File: config.mk
export PLATFORM = sky130hd
export DESIGN_NAME = control_sequencer
export DESIGN_NICKNAME = d
export VERILOG_FILES = /design/src/rtl/control_sequencer.sv
export SDC_FILE = /design/constraint.sdc
export NUM_CORES = 1
export LEC_CHECK = 0
export ABC_AREA = 1
export CAP_MARGIN = 20
export CORE_AREA = 2 2 66 68
export CTS_CLUSTER_DIAMETER = 80
export DETAILED_ROUTE_END_ITERATION = 10
export DIE_AREA = 0 0 68 70
export GPL_TIMING_DRIVEN = 0
export PLACE_DENSITY_LB_ADDON = 0.08
export SKIP_LAST_GASP = 1
export SLEW_MARGIN = 10
export SYNTH_ARGS = -nofsm -noshare
export SYNTH_HDL_FRONTEND = slang
export SYNTH_SLANG_ARGS = --single-unit
File: constraint.sdc
create_clock -name clk -period 1.74 [get_ports clk]
set_clock_uncertainty 0.05 [all_clocks]
set_input_delay 0.348 -clock clk [delete_from_list [all_inputs] [get_ports clk]]
set_output_delay 0.348 -clock clk [all_outputs]
set_load 0.005 [all_outputs]
File: src/rtl/control_sequencer.sv
// Hardwired control unit: fetch T0-T2, decode IR, execute T3-T6 strobes for the single-bus datapath.
// Latency from T0: ALU3 6 cycles, mul/div 7, unary 5, nop/illegal 4; outputs combinational from state+IR.
// No backpressure: one step per clock; run sampled only in IDLE and in the done cycle, clr aborts anywhere.
module control_sequencer (
    input  logic        clk,
    input  logic        clr,
    input  logic        run,
    input  logic [31:0] IR,
    output logic        PCout,
    output logic        MARin,
    output logic        incPC,
    output logic        PCin,
    output logic        Read,
    output logic        MDRin,
    output logic        MDRout,
    output logic        IRin,
    output logic        Yin,
    output logic        Zin,
    output logic        ZLowOut,
    output logic        ZHighOut,
    output logic        HIin,
    output logic        LOin,
    output logic [15:0] Rin,
    output logic [15:0] Rout,
    output logic [4:0]  opcode,
    output logic        done,
    output logic        halted,
    output logic        ill_op
);

    typedef enum logic [3:0] {
        S_IDLE = 4'd0,
        S_T0   = 4'd1,
        S_T1   = 4'd2,
        S_T2   = 4'd3,
        S_T3   = 4'd4,
        S_T4   = 4'd5,
        S_T5   = 4'd6,
        S_T6   = 4'd7,
        S_HALT = 4'd8
    } state_t;

    state_t state_q, state_d;

    logic [4:0]  op;
    logic [15:0] ra_oh, rb_oh, rc_oh;
    logic        is_alu3, is_md, is_un, is_nop, is_halt, is_ill;
    logic        unused_ir_bits;

    assign op    = IR[31:27];
    assign ra_oh = 16'b1 << IR[26:23];
    assign rb_oh = 16'b1 << IR[22:19];
    assign rc_oh = 16'b1 << IR[18:15];
    assign unused_ir_bits = ^IR[14:0];

    // Opcode class decode; anything not in a class is illegal and runs as a nop.
    always_comb begin
        is_alu3 = (op >= 5'b00011) && (op <= 5'b01011);
        is_md   = (op == 5'b01111) || (op == 5'b10000);
        is_un   = (op == 5'b10001) || (op == 5'b10010);
        is_nop  = (op == 5'b11010);
        is_halt = (op == 5'b11011);
        is_ill  = !(is_alu3 || is_md || is_un || is_nop || is_halt);
    end

    // State register; clr forces IDLE immediately, which also zeroes every output.
    always_ff @(posedge clk or posedge clr) begin
        if (clr) state_q <= S_IDLE;
        else     state_q <= state_d;
    end

    // Next-state and strobe decode for each step.
    always_comb begin
        state_d  = state_q;
        PCout    = 1'b0;
        MARin    = 1'b0;
        incPC    = 1'b0;
        PCin     = 1'b0;
        Read     = 1'b0;
        MDRin    = 1'b0;
        MDRout   = 1'b0;
        IRin     = 1'b0;
        Yin      = 1'b0;
        Zin      = 1'b0;
        ZLowOut  = 1'b0;
        ZHighOut = 1'b0;
        HIin     = 1'b0;
        LOin     = 1'b0;
        Rin      = 16'h0000;
        Rout     = 16'h0000;
        opcode   = 5'b00000;
        done     = 1'b0;
        halted   = 1'b0;
        ill_op   = 1'b0;

        case (state_q)
            S_IDLE: begin
                if (run) state_d = S_T0;
            end
            S_T0: begin
                PCout   = 1'b1;
                MARin   = 1'b1;
                incPC   = 1'b1;
                Zin     = 1'b1;
                state_d = S_T1;
            end
            S_T1: begin
                ZLowOut = 1'b1;
                PCin    = 1'b1;
                Read    = 1'b1;
                MDRin   = 1'b1;
                state_d = S_T2;
            end
            S_T2: begin
                MDRout  = 1'b1;
                IRin    = 1'b1;
                state_d = S_T3;
            end
            S_T3: begin
                if (is_alu3) begin
                    Rout    = rb_oh;
                    Yin     = 1'b1;
                    state_d = S_T4;
                end else if (is_md) begin
                    Rout    = ra_oh;
                    Yin     = 1'b1;
                    state_d = S_T4;
                end else if (is_un) begin
                    Rout    = rb_oh;
                    Zin     = 1'b1;
                    opcode  = op;
                    state_d = S_T4;
                end else if (is_halt) begin
                    state_d = S_HALT;
                end else begin
                    done   = 1'b1;
                    ill_op = is_ill;
                end
            end
            S_T4: begin
                if (is_alu3) begin
                    Rout    = rc_oh;
                    Zin     = 1'b1;
                    opcode  = op;
                    state_d = S_T5;
                end else if (is_md) begin
                    Rout    = rb_oh;
                    Zin     = 1'b1;
                    opcode  = op;
                    state_d = S_T5;
                end else if (is_un) begin
                    ZLowOut = 1'b1;
                    Rin     = ra_oh;
                    done    = 1'b1;
                end else begin
                    // IR no longer names a class with this step: abandon quietly.
                    state_d = S_IDLE;
                end
            end
            S_T5: begin
                if (is_alu3) begin
                    ZLowOut = 1'b1;
                    Rin     = ra_oh;
                    done    = 1'b1;
                end else if (is_md) begin
                    ZLowOut = 1'b1;
                    LOin    = 1'b1;
                    state_d = S_T6;
                end else begin
                    state_d = S_IDLE;
                end
            end
            S_T6: begin
                if (is_md) begin
                    ZHighOut = 1'b1;
                    HIin     = 1'b1;
                    done     = 1'b1;
                end else begin
                    state_d = S_IDLE;
                end
            end
            S_HALT: begin
                halted = 1'b1;
            end
            default: state_d = S_IDLE;
        endcase

        // run is only consulted at the end of an instruction.
        if (done) state_d = run ? S_T0 : S_IDLE;
    end

endmodule
==> impl_metrics.ini <==
[clocking]
clk_path_buf_depth = 2
cts.sinks = 4
clock-root-buffer = clkbuf_8
cts_tree = yes
cts_made_buffers = 3
cts-htree-levels = 1
insertion_delay_ns = 0.23
ctsHoldBuffers = 0
clk_pin_slew_ns = 0.03

[cells_and_area]
final_cells = 494
fin_area_sq_um = 3162
largest_register_ffs = 4
top_register = state_q
reg_top3 = state_q: 4 flops
drive_above_1_share_pct = 53.85
antenna_cells = 0
syn_to_final_growth_pct = 115.2
utilization_pct = 76.30
fin_nets = 479
nFillCells = 312

[sta]
hold_violations = 0
setup_viol = 48
fin_crit_ns = 2.114
rsz0062_at_grt = yes
worstMarginPinSlew_ns = 0.4725
finalCritPeriodShare_pct = 121.5
setup_ws_ns = -0.3743
fmax_ghz = 0.4730
slew_violations = 0
relSlewSlack_pct = 68.50

[worst_hold_path]
worstHoldPathType = in -> async

[job]
drv_cap = 0

[global_routing]
gr-usage-met1_pct = 34.02
grt_max_degree = 11
antenna_found_initial = 0
met3_usage_pct = 4.831
grt_pass1_wl_microns = 11750
use_met2_pct = 55.77
grt_overflow = 0
grt.busiest_layer = met2
grt_pass1_vias = 2563
grtUsageTotal_pct = 31.60

[synth]
yosys.area.top_type = nand2_1
synth_flop_cell = dfrtp_1
syn_inst = 299
synth_nets = 334
synthArstFlopShare_pct = 100.0
yosysWarnings = 0
synth_common_cells = nand2_1 (82), nor2_1 (48), inv_1 (34)
seq_area_frac_synth_pct = 6.814
synthDistinctLibCells = 29
synth_edf_count = 0
ys_ff_latch = 4
syn_avg_cell_area_sq_um = 4.913
synth_top_area_share_pct = 20.95
synth_area_sq_um = 1469
ys_top_cells_by_area = nand2_1 (21%), nor2_1 (12%), o21ai_1 (11%), inv_1 (8.7%), nand4_1 (8.5%)
synthMostInstantiatedCell = nand2_1

[detailed_routing]
drc = 0
wire_per_inst_microns = 17.61
wl_microns = 8701
drt-pass1-iter-count = 6
postRouteAntennaNets = 0
vias = 2821
avgViaCountPerCell = 5.711
drt_iter0_drc = 328

[setup_path]
path_class = in -> out
crit_required_ns = 1.34
r2r_slack_ns = 0.01
startpoint_type = primary input
cp_data_arrival_time_ns = 1.72
cp-end-kind = output pin
crit_path_max_fanout = 4

[pwr]
power_leakage_nw = 1.602
p_switching_mw = 1.069
powerDensity_nw_per_um2 = 691.2
intPower_mw = 1.116
clock_power_share_pct = 9.6
swShare_pct = 48.91
power_mw = 2.185
p_seq_share_pct = 8.6
ir_worst_vdd_v = 0.001105
combPwrFrac_pct = 81.8

[floorplanning]
start_util_pct = 35.45
io_pins = 89
core_area_sq_um = 4144
die_h_microns = 70
num_rows = 24
die_w_microns = 68
die-area_sq_um = 4760

[placement]
place_area_sq_um = 2225
numPlacedInstances = 420
dpl_worst_slack_ns = -1.166
gp_congestion = 0.9248
numPortBuffers = 69
hpwl_microns = 4352

[outcome]
violations = negative setup slack
outcome = complete, but fails checks
[placed cells by master, fill, tap and decap left out, drive strengths merged]
cell type / synthesis / layout
buf: 16 / 131
nand2: 84 / 84
o21ai: 50 / 50
nor2: 50 / 50
inv: 38 / 38
nand4: 20 / 20
nand3: 20 / 20
clkbuf: 5 / 18
dlygate4sd2: 0 / 12
a21oi: 4 / 5
dfrtp: 4 / 4
clkdlybuf4s50: 0 / 2
a211oi: 1 / 1
nor4: 1 / 1
o21a: 1 / 1
o32ai: 1 / 1
o22ai: 1 / 1
nor3: 1 / 1
a31oi: 1 / 1
o21bai: 1 / 1
[final timing paths]
| kind | startpoint | endpoint | cells after the start |
|---|---|---|---|
| max | IR[30] | Rout[12] | 12 |
| min | clr | state_q[0]$_DFFE_PP0P_ | 2 |
| max reg2reg | state_q[3]$_DFFE_PP0P_ | state_q[0]$_DFFE_PP0P_ | 11 |
| min reg2reg | state_q[2]$_DFFE_PP0P_ | state_q[0]$_DFFE_PP0P_ | 3 |
| max in group asynchronous | clr | state_q[2]$_DFFE_PP0P_ | 2 |
| min in group clk | state_q[2]$_DFFE_PP0P_ | state_q[0]$_DFFE_PP0P_ | 3 |
[power by group through the flow]
stage	Combinational [mW]	Clock, mW	Sequential, mW
CTS	1.40	0.203	0.190
global route	1.88	0.211	0.192
finish	1.79	0.210	0.187
global placement	1.00	0	0.175
floorplan	0.556	0	0.166
detailed placement	1.01	0	0.177
[metal layers]
metal  part of all wire [%]  wire [microns]
met2                     50            4386
met3                    6.9             603
met1                     36            3095
met4                    7.1             615
met5                      0               0
[cell families (layout without fill, tap and decap cells)]
| family | after synthesis | after routing | synth area share (%) |
|---|---|---|---|
| AOI/OAI and AO/OA | 60 | 61 | 22.66 |
| buffers and inverters | 59 | 201 | 18.82 |
| DFF | 4 | 4 | 6.815 |
| and+or+nand+nor | 176 | 176 | 51.70 |
[metrics by stage]
step	TNS, ns	hold WS, ns
final	-10.75	0.2922
after global placement	-46.38	0.4898
after global routing	-13.09	0.3150
after floorplan	0	0.06408
after CTS	-7.325	0.2717
after detailed placement	-46.39	0.5019
[area by class of cell]
| type | count | area (sq um) | area share, % |
|---|---|---|---|
| well taps | 52 | 65.06 | 2.058 |
| clock buffers | 3 | 41.29 | 1.306 |
| plain buffers | 20 | 197.7 | 6.252 |
| flip-flops and latches | 4 | 101.3 | 3.205 |
| repair buffers | 140 | 1099 | 34.74 |
| multi-input cells | 237 | 1495 | 47.29 |
| inverters | 38 | 162.7 | 5.144 |
[critical path, stage by stage]
cell and delay (ns):
buf_8 0.11, nand2_4 0.07, nand2_4 0.06, buf_4 0.12, buf_4 0.12, buf_4 0.14
a21oi_2 0.19, o21ai_0 0.17, o21ai_1 0.11, nand2_1 0.07, nand2_1 0.10, clkbuf_2 0.12
[what timing repair did]
item | 4_1_cts | 5_1_grt
pin swaps | 55 | 52
gates resized for setup | 323 | 98
buffers inserted | 55 | 13
setup endpoints to repair | 58 | 50
cloned | 4 | 0
(Power assumes the default switching activity.)
